<file path="src/rtl/reg_bank_pkg.sv">
// Shared types and defaults for the register bank and its dump engine.
package reg_bank_pkg;

  localparam int unsigned DefaultWidth = 16;
  localparam int unsigned DefaultDepth = 8;

  typedef enum logic [1:0] {
    StIdle,
    StLoad,
    StSend,
    StDone
  } dump_state_e;

  // Address width for a bank of the given depth; never narrower than one bit.
  function automatic int unsigned addr_width(input int unsigned depth);
    return (depth > 1) ? $clog2(depth) : 1;
  endfunction

endpackage

</file>
<file path="src/rtl/reg_bank_dump.sv">
// Dump engine: walks every register index and streams each value out through a
// valid/ready handshake, pulsing dump_done once the last beat is taken.
module reg_bank_dump import reg_bank_pkg::*; #(
  parameter int unsigned WIDTH = DefaultWidth,
  parameter int unsigned DEPTH = DefaultDepth,
  localparam int unsigned ADDR_W = addr_width(DEPTH)
) (
  input  logic              clk,
  input  logic              rst,
  input  logic              dump_start,
  input  logic              dump_ready,
  input  logic [WIDTH-1:0]  cap_data,   // reg[idx] with same-cycle write applied
  output logic [ADDR_W-1:0] idx,
  output logic              dump_valid,
  output logic              busy,
  output logic              dump_done,
  output logic [ADDR_W-1:0] dump_addr,
  output logic [WIDTH-1:0]  dump_data
);

  localparam logic [ADDR_W-1:0] LastIdx = ADDR_W'(DEPTH - 1);

  dump_state_e       state_q;
  logic [ADDR_W-1:0] idx_q;

  assign idx = idx_q;

  // State, index counter and registered handshake outputs.
  always_ff @(posedge clk) begin
    if (rst) begin
      state_q    <= StIdle;
      idx_q      <= '0;
      dump_valid <= 1'b0;
      busy       <= 1'b0;
      dump_done  <= 1'b0;
      dump_addr  <= '0;
      dump_data  <= '0;
    end else begin
      unique case (state_q)
        StIdle: begin
          if (dump_start) begin
            state_q <= StLoad;
            idx_q   <= '0;
            busy    <= 1'b1;
          end
        end
        StLoad: begin
          // Snapshot taken here; later writes to this index are not re-sent.
          dump_data  <= cap_data;
          dump_addr  <= idx_q;
          dump_valid <= 1'b1;
          state_q    <= StSend;
        end
        StSend: begin
          if (dump_ready) begin
            dump_valid <= 1'b0;
            if (idx_q == LastIdx) begin
              state_q   <= StDone;
              busy      <= 1'b0;
              dump_done <= 1'b1;
            end else begin
              idx_q   <= idx_q + ADDR_W'(1);
              state_q <= StLoad;
            end
          end
        end
        StDone: begin
          dump_done <= 1'b0;
          state_q   <= StIdle;
        end
        default: state_q <= StIdle;
      endcase
    end
  end

endmodule

</file>
<file path="src/rtl/reg_bank.sv">
// Register bank: one write port (acc or load source), two registered read ports
// with write-through bypass, and a dump engine that streams the whole bank out.
module reg_bank import reg_bank_pkg::*; #(
  parameter int unsigned WIDTH = DefaultWidth,
  parameter int unsigned DEPTH = DefaultDepth,
  localparam int unsigned ADDR_W = addr_width(DEPTH)
) (
  input  logic              clk,
  input  logic              rst,
  input  logic              lacc,
  input  logic              ldm,
  input  logic [ADDR_W-1:0] waddr,
  input  logic [WIDTH-1:0]  acc,
  input  logic [WIDTH-1:0]  load,
  input  logic [ADDR_W-1:0] raddr_a,
  input  logic [ADDR_W-1:0] raddr_b,
  output logic [WIDTH-1:0]  rdata_a,
  output logic [WIDTH-1:0]  rdata_b,
  input  logic              dump_start,
  output logic              dump_valid,
  input  logic              dump_ready,
  output logic [ADDR_W-1:0] dump_addr,
  output logic [WIDTH-1:0]  dump_data,
  output logic              busy,
  output logic              dump_done
);

  // Storage covers the full address space; slots at or above DEPTH are never
  // written, so they stay zero and out-of-range reads need no extra mux.
  localparam int unsigned NumSlots = 2 ** ADDR_W;

  logic [WIDTH-1:0]  regs_q [NumSlots];
  logic              wen;
  logic [WIDTH-1:0]  wdata;
  logic [WIDTH-1:0]  rd_a;
  logic [WIDTH-1:0]  rd_b;
  logic [WIDTH-1:0]  dump_cap;
  logic [ADDR_W-1:0] dump_idx;

  // Write decode with acc priority, and bypassed read values for all readers.
  always_comb begin
    wen      = (lacc | ldm) && (32'(waddr) < DEPTH);
    wdata    = lacc ? acc : load;
    rd_a     = (wen && (waddr == raddr_a)) ? wdata : regs_q[raddr_a];
    rd_b     = (wen && (waddr == raddr_b)) ? wdata : regs_q[raddr_b];
    dump_cap = (wen && (waddr == dump_idx)) ? wdata : regs_q[dump_idx];
  end

  // Storage update and registered read data.
  always_ff @(posedge clk) begin
    if (rst) begin
      for (int unsigned i = 0; i < NumSlots; i++) begin
        regs_q[i] <= '0;
      end
      rdata_a <= '0;
      rdata_b <= '0;
    end else begin
      if (wen) begin
        regs_q[waddr] <= wdata;
      end
      rdata_a <= rd_a;
      rdata_b <= rd_b;
    end
  end

  reg_bank_dump #(
    .WIDTH(WIDTH),
    .DEPTH(DEPTH)
  ) u_dump (
    .clk       (clk),
    .rst       (rst),
    .dump_start(dump_start),
    .dump_ready(dump_ready),
    .cap_data  (dump_cap),
    .idx       (dump_idx),
    .dump_valid(dump_valid),
    .busy      (busy),
    .dump_done (dump_done),
    .dump_addr (dump_addr),
    .dump_data (dump_data)
  );

endmodule

</file>
<file path="config.mk">
export PLATFORM = sky130hd
export DESIGN_NAME = reg_bank
export DESIGN_NICKNAME = d
export VERILOG_FILES = /design/src/rtl/reg_bank_pkg.sv /design/src/rtl/reg_bank_dump.sv /design/src/rtl/reg_bank.sv
export SDC_FILE = /design/constraint.sdc
export NUM_CORES = 1
export LEC_CHECK = 0
export BUFFER_PORTS_ARGS = -buffer_cell sky130_fd_sc_hd__buf_4
export CAP_MARGIN = 20
export CORE_MARGIN = 5
export CORE_UTILIZATION = 35
export DETAILED_ROUTE_END_ITERATION = 16
export MAX_ROUTING_LAYER = met4
export PLACE_DENSITY_LB_ADDON = 0.25
export SYNTH_ARGS = -nofsm -noshare
export SYNTH_HDL_FRONTEND = slang
export SYNTH_SLANG_ARGS = --single-unit
</file>
<file path="constraint.sdc">
create_clock -name clk -period 3.18 [get_ports clk]
set_input_delay 0.318 -clock clk [delete_from_list [all_inputs] [get_ports clk]]
set_output_delay 0.318 -clock clk [all_outputs]
set_load 0.01 [all_outputs]
</file>
* Yosys cells after proc, flatten, opt, wreduce, memory -nomap -nowiden *
Memory sizes are Yosys's and may differ from the RTL's. A register that Yosys moved wholly into a read port is not among the register bits.
Cells that the tools add are included.

storage, ports and cells
  output and inout port bits = 54
  latch bits = 0
  bits in registers = 11
  logic and storage cells = 53
  bits in read-only memories = 0
  memories = 1
  RAM bits = 128
  input port bits = 47

operators by class
  shift operators = 0
  $lt $le $gt $ge = 0
  equality and inequality tests = 8
  muxes and demuxes = 26
  reduce and logical (&&, ||, !) cells = 10
  bitwise operators = 1
  divide/modulo/power cells = 0
  $add $sub $neg = 1
  multipliers = 0

memory list
  memory  depth  bits a word  rd ports  clocked after Yosys merged registers in  wr ports  RTL line        text
  regs_q  8      16           3         3                                        8         reg_bank.sv:32  logic [WIDTH-1:0] regs_q [NumSlots];

operators with widths
  cell                                           count
  two-way mux 16 bit                             2
  OR reduction 16 bit                            1
  two-way mux 1 bit                              12
  two-way mux 3 bit                              4
  case mux 2 bit (4 select lines)                1
  AND reduction 4 bit                            2
  two-way mux 2 bit                              3
  != test 2 bit, second input constant           3
  case mux 1 bit (2 select lines)                3
  case mux 3 bit (2 select lines)                1
  nonzero test 2 bit                             3
  == test 2 bit, second input constant           2
  AND reduction 2 bit                            2
  adder 3 x 1 -> 3 bit, second input constant    1
  == test 3 bit, second input constant           1
  AND reduction 3 bit                            1
  == test 2 x 1 -> 1 bit, second input constant  1
  logical NOT 2 bit                              1
  != test 2 x 1 -> 1 bit, second input constant  1
  bitwise OR 1 bit                               1

* Longest topological paths before layout *
Gate-level depths: netlist of run 1.

  word-level depth = 6
  depth in mapped cells = 8
  gate-level depth less buffers = 6

* Cells and area by module *
From an unflattened synthesis of run 1, not the netlist that was laid out.

unflattened totals
  cells, all modules = 871
  area, all modules = 10306.1 um^2

modules (own cells, without submodules)
  module         area an instance (um^2)  cells an instance  seq. area each (um^2)  times used
  reg_bank       9240.1                   746                4484.3                 1
  reg_bank_dump  1066.0                   125                540.5                  1

* Worst setup path before layout of run 1 *
No wires, ideal clock.

  path kind = input to register
  start point = input port rst
  end point = memory regs_q[7][0] (netlist name), enable pin
  slack = 1.276 ns
  stages on the path = 5
  data arrival time = 1.529 ns
  library setup time = 0.375 ns
  path buffers = 1
  data required time = 2.805 ns
  cells stage by stage = buf_2 -> o21bai_4 -> nor2_1 -> nand3_1 -> nand2b_1

RTL lines
  element          RTL line        text
  start, declared  reg_bank.sv:9   input logic rst,
  end, declared    reg_bank.sv:32

==> results of run 1 <==
## cell type report
cell class	instances	area share, %
flip-flops and latches	187	43.2
multi-input cells	493	37.2
repair buffers	155	10.3
well taps	378	4.07
clock buffers	18	3.78
clock inverters	14	1.37
inverters	2	0.0646
## final timing paths
check / startpoint / end / slack [ns]
min reg2reg: u_dump.dump_data[0] / u_dump.dump_data[0] / 0.48
max reg2reg: u_dump.idx[0] / u_dump.dump_data[2] / 1.02
min: dump_ready / u_dump.state_q[0] / 0.17
max: u_dump.idx[0] / u_dump.dump_data[2] / 1.02
## logic make-up (layout without fill, tap and decap cells)
logic type	Yosys count	after routing	share of synthesized area (%)
buffers and inverters	85	189	4.37
and+or+nand+nor	195	195	8.64
adders and majority gates	3	3	0.384
muxes	164	164	25.2
xor gates and xnor gates	9	9	0.807
DFF	187	187	51.4
AOI/OAI and AO/OA	122	122	9.14
## metal layers
| layer | part of all wire (%) | vias up |
|---|---|---|
| met3 | 9.1 | 42 |
| met5 | 0 | - |
| li1 | - | 3110 |
| met4 | 1.7 | 0 |
| met2 | 46 | 384 |
| met1 | 43 | 3626 |
## per-stage QoR
stage	utilization [%]	hold WS (ns)	setup slack [ns]	instance area, um2
2_1_floorplan	-	0.474	1.28	9770
3_3_place_gp	39.8	0.452	1.06	11000
3_5_place_dp	39.8	0.452	1.03	11000
4_1_cts	42.0	0.164	0.994	11600
5_1_grt	42.0	0.193	0.815	11600
6_report	42.0	0.171	1.02	11600
## worst max-delay path: cells and delay by family, from the launching register on
kind | cells | cell delay, ns
compound gates | 1 | 0.20
flops | 1 | 0.75
xor+xnor | 1 | 0.16
simple gates | 2 | 0.64
buf+inv | 1 | 0.33
## flip-flops by register name, summed over array words and instances, names as in the netlist
name,cells
u_dump.dump_valid,1
u_dump.dump_data,16
u_dump.idx,3
u_dump.dump_done,1
regs_q,128
u_dump.state_q,2
rdata_b,16
u_dump.dump_addr,3
rdata_a,16
u_dump.busy,1
## cells in the mapped netlist, types with 2 or more instances
cell and n:
nor2_1 139, nand3_1 2, ha_1 3, nor4_4 2, buf_1 3, nand2b_1 13
mux2i_1 98, clkbuf_1 38, edfxtp_1 128, nor2b_1 8, buf_6 4, a211oi_1 67
dfxtp_1 59, o221ai_1 16, buf_2 25, nand2_1 25, o21ai_0 3, buf_4 12
o22ai_1 30, a21oi_1 3, or2_2 2, inv_1 2, xor2_1 9, mux4_2 66
## power groups by stage
| stage | logic [mW] | clock network [mW] | registers [mW] |
|---|---|---|---|
| global placement | 0.893 | 0 | 2.96 |
| finish | 0.900 | 2.18 | 2.91 |
| floorplan | 0.535 | 0 | 2.93 |
| CTS | 0.899 | 2.21 | 2.91 |
| global route | 0.960 | 2.32 | 2.92 |
| detailed placement | 0.895 | 0 | 2.96 |
==> results.md, run 1 <==
* H-tree Lvls at 4
* Commonest non-fill, non-tap cell in the layout: buf_4
* Cell row count at 61
* Area share of the largest cell type after synthesis at 39.3%
* Final TNS setup at 0 ns
* Worst-path maximum fanout at 19
* Mapped Cells at 765
* Post-synthesis area per instance at 12.8 um2
* Via-per-instance ratio at 5.74
* Reg power frac at 48.6%
* # DRC at 0
* Run status: finished, final reports clean
* Largest net degree at the start of global routing at 38
* Worst-path clk slew at 0.08 ns
* Post-synth EDFFs at 128
* Routed Wire Length at 31900 um
* Leak at 4.24 nW
* Initial core utilization at 35.3%
* TritonRoute pass-1 iters at 7
* Arr. time, crit path at 2.51 ns
* Final Wtd Congestion at 0.826
* CTS tree: built
* Synth top area cells: edfxtp_1, mux4_2, dfxtp_1
* Slew HR at 35.6%
* Async S/R FF share, synth at 0%
* Worst path slowest cell: dfxtp_2
* Pwr/cell area at 515 nW/um2
* Logic pwr share at 15.0%
* Post-synthesis sequential area ratio at 51.4%
* Total die area at 31400 um2
* Vias in the first global route at 7099
* Clock power share at 36.4%
* Syn. warnings at 0
* DRT iter0 DRCs at 807
* Area leader, netlist: edfxtp_1
* Final #Nets at 906
* Switching portion of total power at 26.6%
* Number of cells in the finished layout apart from fillers at 1247
* Crit path time final at 2.16 ns
* Hold_buf cts at 0
* Setup CP Type: reg -> reg
* GRT Overall Usage at 21.2%
* Fmax at 462 MHz
* Post CTS Setup Buffer Count at 0
* Fill count at 2594
* Die height at 177 um
* Slew Viols, Final at 0
* Met1 Track Usage GR at 29.6%
* Hold Fails Final Rpt at 0
* Final Skew at 0.0139 ns
* Worst vdd ir at 0.000340 V
* Mapped Area at 9770 um2
* Initial antenna violation count at 0
* Dpl cells at 1215
* Max stage delay on crit path at 0.75 ns
* Post-synthesis cell type count at 32
* Syn Nets at 815
* First-pass GRT wire length at 47300 um
* Final Total Pwr at 5.99 mW
* Skew-Pair Late Insertion Delay at 0.44 ns
* Diode count at 0
* Main synth FF type: edfxtp_1
* NetSw at 1.59 mW
* Data required time of the worst path at 3.53 ns
* Dpl hpwl at 20600 um
* Hold/Removal Path Class: in -> reg
* Post-cts sizing count at 0
* CTS Root Buffer Type: clkbuf_16
* GR Layer Usage met3 at 3.59%
* GR peak layer: met2
* Cells on worst reg2reg path at 5
* Startpoint Class: flip-flop
* Grt total ovfl at 0
* P&R area growth vs syn at 19.0%
* Measured slew at the worst slew-check pin at 0.940 ns
* Internal power at 4.40 mW
* Clock Path Buffers at 2
* Register area at 5030 um2
* Top-level port count at 101
* Min-Delay Path Depth at 3
* Met2 Use GR at 32.3%
* Final period util at 68.0%
* Final ANT Viol Nets at 0
* PortBufs at 100
* Final setup fails at 0
* CP endpoint kind: flip-flop
* Layout cells sized above 1 at 29.8%
* Core Area at 27700 um2
* Die W at 177 um
* Crit-path cells: xor2_1, nor4_2, nand2_1, buf_4, o221ai_1
* CTS Sinks at 187
* Total CTS buffers at 17
* RSZ-0062 raised after global routing: false
* Most frequent cells in the layout: buf_4, nor2_1, edfxtp_1
* Max-capacitance violation count at 0
* WL/cell at 25.6 um
* Via count at 7162
* Multi-input logic area at 4320 um2
* Seq cells post-synth at 187
Power figures use the tool's default switching activity.
==> run 2, diff against run 1 <==
--- a/config.mk
+++ b/config.mk
@@ -5,6 +5,7 @@
 export SDC_FILE = /design/constraint.sdc
 export NUM_CORES = 1
 export LEC_CHECK = 0
+export ABC_AREA = 1
 export BUFFER_PORTS_ARGS = -buffer_cell sky130_fd_sc_hd__buf_4
 export CAP_MARGIN = 20
 export CORE_MARGIN = 5
==> constraint.sdc (replaced) <==
create_clock -name clk -period 1.9 [get_ports clk]
set_input_delay 0.19 -clock clk [delete_from_list [all_inputs] [get_ports clk]]
set_output_delay 0.19 -clock clk [all_outputs]
set_load 0.01 [all_outputs]
==> results.md, run 2 <==
* Run status: finished, final reports clean
* Hold Fails Final Rpt at 0 (unchanged)
* Startpoint Class: flip-flop
* Mapped Area at 10500 um2 (+7.3%)
* Initial antenna violation count at 0 (unchanged)
* Measured slew at the worst slew-check pin at 0.496 ns (-0.444 ns)
* Hold/Removal Path Class: in -> reg
* Clock Path Buffers at 2 (unchanged)
* Worst path slowest cell: dfxtp_1
* DRT iter0 DRCs at 1164 (+44%)
* RR Endpoint: u_dump.dump_data[12]
* Syn Nets at 1482 (+82%)
* Final TNS setup at 0 ns (unchanged)
* Via-per-instance ratio at 5.45 (-5.0%)
* Final Total Pwr at 10.7 mW (+79%)
* Syn. warnings at 0 (unchanged)
* Post-route cell area at 12700 um2 (+9.2%)
* TritonRoute pass-1 iters at 5 (-2)
* Seq cells post-synth at 187 (unchanged)
* Die height at 183 um (+3.4%)
* Reg2reg start: u_dump.idx[2]
* Data required time of the worst path at 2.28 ns (-1.25 ns)
* Arr. time, crit path at 2.00 ns (-0.51 ns)
* Post-synthesis area per instance at 7.33 um2 (-43%)
* Final #Nets at 1586 (+75%)
* GRT Overall Usage at 23.2% (+2.0 points)
* Final ANT Viol Nets at 0 (unchanged)
* Core Area at 29600 um2 (+7.0%)
* Post-synthesis cell type count at 22 (-31%)
* Slew Viols, Final at 0 (unchanged)
* Via count at 10600 (+48%)
* Final Wtd Congestion at 0.900 (+8.9%)
* Worst Setup EP: u_dump.dump_data[12]
* CP endpoint kind: flip-flop
* Post-synthesis sequential area ratio at 47.9% (-3.5 points)
* Worst vdd ir at 0.000548 V (+61%)
* Die W at 183 um (+3.4%)
* PortBufs at 100 (unchanged)
* Most flops, register: regs_q
* Largest net degree at the start of global routing at 75 (+97%)
* CTS Root Buffer Type: clkbuf_16
* Total CTS buffers at 17 (unchanged)
* Worst-path maximum fanout at 16 (-3)
* Slew HR at 66.9% (+31 points)
* Launch point of the critical path: u_dump.idx[2]
* Leak at 5.51 nW (+30%)
* H-tree Lvls at 4 (unchanged)
* RSZ-0062 raised after global routing: false
* Fmax at 616 MHz (+33%)
* Vias in the first global route at 9929 (+40%)
* Main synth FF type: edfxtp_1
* Max-capacitance violation count at 0 (unchanged)
* Final Skew at 0.00942 ns (-0.00451 ns)
* Routed Wire Length at 38300 um (+20%)
* Dpl hpwl at 26900 um (+30%)
* Diode count at 0 (unchanged)
* Commonest non-fill, non-tap cell in the layout: nor2_1
* Post CTS Setup Buffer Count at 0 (unchanged)
* Crit path time final at 1.62 ns (-0.540 ns)
* Crit path top cell by count: nand2_1
* Internal reg-to-reg setup slack at 0.28 ns (-0.74 ns)
* Mapped Cells at 1432 (+87%)
* Cells on worst reg2reg path at 10 (+5)
* Cell row count at 63 (+3.3%)
* P&R area growth vs syn at 21.0%
* Dpl cell area at 12100 um2 (+9.8%)
* Most frequent cells in the layout: nor2_1, nand2_1, o21ai_0
* Utilization after layout at 42.8% (+0.86 points)
* Top-level port count at 101 (unchanged)
* Fill count at 3073 (+18%)
* Final setup fails at 0 (unchanged)
* WL/cell at 19.8 um (-23%)
* Max stage delay on crit path at 0.42 ns (-0.33 ns)
* Area share of the largest cell type after synthesis at 36.6% (-2.7 points)
* Synth top cells by count: nor2_1, nand2_1, o21ai_0
* Area leader, netlist: edfxtp_1
* Post-synth EDFFs at 128 (unchanged)
* Worst-path clk slew at 0.07 ns (about the same)
* Initial core utilization at 35.4% (+0.12 points)
* Grt total ovfl at 0 (unchanged)
* Number of cells in the finished layout apart from fillers at 1939 (+55%)
* CTS Sinks at 187 (unchanged)
* Synth top area cells: edfxtp_1, dfxtp_1, nor2_1
* Dpl cells at 1907 (+57%)
* Async S/R FF share, synth at 0% (unchanged)
* Layout cells sized above 1 at 16.0% (-14 points)
* Pwr/cell area at 843 nW/um2 (+64%)
* Max reg flops at 128 (unchanged)
* Total die area at 33500 um2 (+6.9%)
* First-pass GRT wire length at 58600 um (+24%)
* Setup CP Type: reg -> reg
* Most common cell in the netlist: nor2_1
* # DRC at 0 (unchanged)
* Crit-path cells: inv_2, nand2_1, nand2_1, nor2_4, nand2_1, buf_12, buf_4, o21ai_1, inv_1, a21oi_1
* CTS tree: built
* Final period util at 85.5% (+17 points)
* Skew-Pair Late Insertion Delay at 0.44 ns (about the same)
[run 2: metrics by stage]
| step | hold slack (ns) | worst slack (ns) |
|---|---|---|
| 6_report | 0.0656 | 0.276 |
| 5_1_grt | 0.0898 | 0.0882 |
| 4_1_cts | 0.0568 | 0.129 |
| 3_5_place_dp | 0.457 | 0.150 |
| 3_3_place_gp | 0.453 | 0.190 |
| 2_1_floorplan | 0.377 | 0.114 |
[run 2: worst min path at each step]
| stage | startpoint | end | depth (start not counted) |
|---|---|---|---|
| 2_1_floorplan | dump_ready | u_dump.dump_done | 2 |
| 3_5_place_dp | u_dump.dump_valid | u_dump.dump_valid | 2 |
| 4_1_cts | dump_ready | u_dump.state_q[0] | 3 |
| 5_1_grt | dump_ready | u_dump.dump_done | 3 |
| 3_3_place_gp | u_dump.dump_done | u_dump.dump_done | 2 |
| 6_report | dump_ready | u_dump.state_q[0] | 3 |
[run 2: critical path: cells and delay by family, from the launching register on]
kind	cells	cell delay, ns
simple gates	4	0.49
flops	1	0.42
buf+inv	4	0.42
compound gates	2	0.23
[run 2: layout make-up]
cell class | count | area, um2 | share of cell area (%)
clock buffers | 20 | 447 | 3.52
well taps | 390 | 488 | 3.84
multi-input cells | 1064 | 4720 | 37.2
repair buffers | 187 | 1590 | 12.5
flip-flops and latches | 187 | 5030 | 39.6
inverters | 79 | 297 | 2.34
clock inverters | 12 | 128 | 1.01
[run 2: power by group]
part | switching [mW] | internal (mW)
clock | 1.72 | 1.89
combinational | 1.42 | 0.795
sequential | 0.213 | 4.66
total | 3.35 | 7.34
[run 2: timing repair]
item                       in CTS  in global routing
gates resized for setup         0                  1
setup endpoints to repair       0                  2
hold buffers                    0                  0
[run 2: routing by layer]
| layer | track usage [%] | up-vias | part of all wire (%) |
|---|---|---|---|
| li1 | - | 4976 | - |
| met1 | 29.6 | 4968 | 41 |
| met2 | 38.1 | 541 | 48 |
| met3 | 2.92 | 90 | 7.4 |
| met4 | 8.37 | 0 | 3.7 |
| met5 | - | - | 0 |
[run 2: cell families after synthesis]
kind of cell	count (synthesis)	share of synthesized area (%)
AO/OA/AOI/OAI	327	16.8
flip-flops	187	47.9
buffers and inverters	181	7.17
XOR/XNOR	2	0.167
AND/OR/NAND/NOR	732	27.6
adder cells (fa/ha/maj)	3	0.358
==> run 3, diff against run 2 <==
==> constraint.sdc (replaced) <==
create_clock -name clk -period 1.68 [get_ports clk]
set_input_delay 0.168 -clock clk [delete_from_list [all_inputs] [get_ports clk]]
set_output_delay 0.168 -clock clk [all_outputs]
set_load 0.01 [all_outputs]
==> results.md, run 3 (same netlist as run 2, synthesis figures left out) <==
* Data required time of the worst path at 2.05 ns (-0.23 ns)
* Slew Viols, Final at 0 (unchanged)
* Skew-Pair Late Insertion Delay at 0.43 ns (about the same)
* Largest net degree at the start of global routing at 75 (unchanged)
* DRT iter0 DRCs at 1256 (+7.9%)
* Grt total ovfl at 0 (unchanged)
* First-pass GRT wire length at 58400 um (-0.19%)
* Startpoint Class: flip-flop
* P&R area growth vs syn at 22.3%
* Diode count at 0 (unchanged)
* Max-capacitance violation count at 0 (unchanged)
* Utilization after layout at 43.3% (+0.45 points)
* Leak at 5.57 nW (+1.2%)
* PortBufs at 100 (unchanged)
* Most flops, register: regs_q
* Final Wtd Congestion at 0.939 (+4.4%)
* Final ANT Viol Nets at 0 (unchanged)
* Max stage delay on crit path at 0.35 ns (-0.07 ns)
* Arr. time, crit path at 1.92 ns (-0.08 ns)
* Final period util at 92.1% (+6.7 points)
* Measured slew at the worst slew-check pin at 0.473 ns (-0.0234 ns)
* Worst-path maximum fanout at 27 (+11)
* Fill count at 3026 (-1.5%)
* Layout cells sized above 1 at 16.4% (+0.43 points)
* Via-per-instance ratio at 5.48 (+0.45%)
* GRT Overall Usage at 23.1% (-0.14 points)
* H-tree Lvls at 4 (unchanged)
* Number of cells in the finished layout apart from fillers at 1947 (+0.41%)
* Initial antenna violation count at 0 (unchanged)
* Worst path slowest cell: dfxtp_2
* Pwr/cell area at 943 nW/um2 (+12%)
* Post CTS Setup Buffer Count at 0 (unchanged)
* RSZ-0062 raised after global routing: false
* Slew HR at 68.5% (+1.6 points)
* Initial core utilization at 35.4% (unchanged)
* Die W at 183 um (unchanged)
* Hold_buf cts at 0 (unchanged)
* Crit path time final at 1.55 ns (-0.0757 ns)
* Run status: finished, final reports clean
* Final setup fails at 0 (unchanged)
* Total die area at 33500 um2 (unchanged)
* Crit-path cells: inv_1, buf_12, nand2_1, nand3_1, nand3_1, nand3_1, nand2_1, a21oi_1
* Final #Nets at 1594 (+0.50%)
* Fmax at 646 MHz (+4.9%)
* Worst vdd ir at 0.000686 V (+25%)
* CP endpoint kind: flip-flop
* Hold/Removal Path Class: in -> reg
* Commonest non-fill, non-tap cell in the layout: nor2_1
* Via count at 10700 (+0.86%)
* Core Area at 29600 um2 (unchanged)
* CP top delay family: simple AND/OR/NAND/NOR gates
* # DRC at 0 (unchanged)
* TritonRoute pass-1 iters at 6 (+1)
* Cell row count at 63 (unchanged)
* Hold Fails Final Rpt at 0 (unchanged)
* Dpl hpwl at 26800 um (-0.25%)
* CTS tree: built
* Final Total Pwr at 12.1 mW (+13%)
* CTS Sinks at 187 (unchanged)
* Setup CP Type: reg -> reg
* Dpl cells at 1914 (+0.37%)
* Post-cts sizing count at 0 (unchanged)
* Final TNS setup at 0 ns (unchanged)
* Worst-path clk slew at 0.07 ns (about the same)
* Max reg flops at 128 (unchanged)
* Vias in the first global route at 10000 (+1.0%)
* Die height at 183 um (unchanged)
* WL/cell at 19.6 um (-0.79%)
* Final Skew at 0.0104 ns (+0.000986 ns)
* Most frequent cells in the layout: nor2_1, nand2_1, o21ai_0, buf_4, edfxtp_1
* Crit path top cell by count: nand3_1
* CTS Root Buffer Type: clkbuf_16
* Total CTS buffers at 17 (unchanged)
* Clock Path Buffers at 2 (unchanged)
* Top-level port count at 101 (unchanged)
* Routed Wire Length at 38200 um (-0.38%)
* Crit path buf inv count at 2 (-2)
==> run 3: changes by cell type in the layout (fill, tap and decap cells not counted), sizes merged <==
cell / delta
clkinv: -1
clkinvlp: +2
buf: +7
==> run 3: worst paths after layout <==
| check | startpoint | end | slack [ns] | cells past startpoint |
|---|---|---|---|---|
| max reg2reg | u_dump.idx[0] | u_dump.dump_data[7] | 0.13 | 8 |
| min reg2reg | u_dump.busy | u_dump.busy | 0.46 | 2 |
| min | dump_ready | u_dump.state_q[0] | 0.05 | 3 |
| max | u_dump.idx[0] | u_dump.dump_data[7] | 0.13 | 8 |
==> run 3: where the power goes <==
| part | total [mW] | internal [mW] | switching, mW |
|---|---|---|---|
| clock | 4.03 | 2.13 | 1.90 |
| sequential | 5.51 | 5.27 | 0.239 |
| combinational | 2.56 | 0.943 | 1.62 |
==> run 3: final cells by class <==
class                           instances  area (um2)  area share, %
Clock buffer                           19         443           3.45
Clock inverter                         13         130           1.01
Inverter                               79         297           2.31
Multi-Input combinational cell       1064        4710           36.7
Sequential cell                       187        5030           39.2
Tap cell                              390         488           3.80
Timing Repair Buffer                  195        1730           13.5
==> run 3: metrics by stage <==
stage	hold WS, ns	cell area, um2	setup WS [ns]
after floorplan	0.355	10500	-0.0835
after global placement	0.454	12200	0.127
after detailed placement	0.455	12200	0.129
after CTS	0.0520	12800	0.130
after global routing	0.0774	12800	0.00347
final	0.0535	12800	0.132
==> run 3: layer usage <==
layer  share of wire, %  routed length [um]  global-route usage, %
met1                 40               15400                   29.3
met5                  0                   0                      -
met2                 48               18200                   37.1
met4                4.9                1850                   10.8
met3                7.1                2710                   2.34
==> run 3: worst reg2reg max path, cell delays in order (launching register included) <==
cell	delay [ns]
dfxtp_2	0.35
inv_1	0.22
buf_12	0.24
nand2_1	0.09
nand3_1	0.07
nand3_1	0.14
nand3_1	0.19
nand2_1	0.07
a21oi_1	0.11
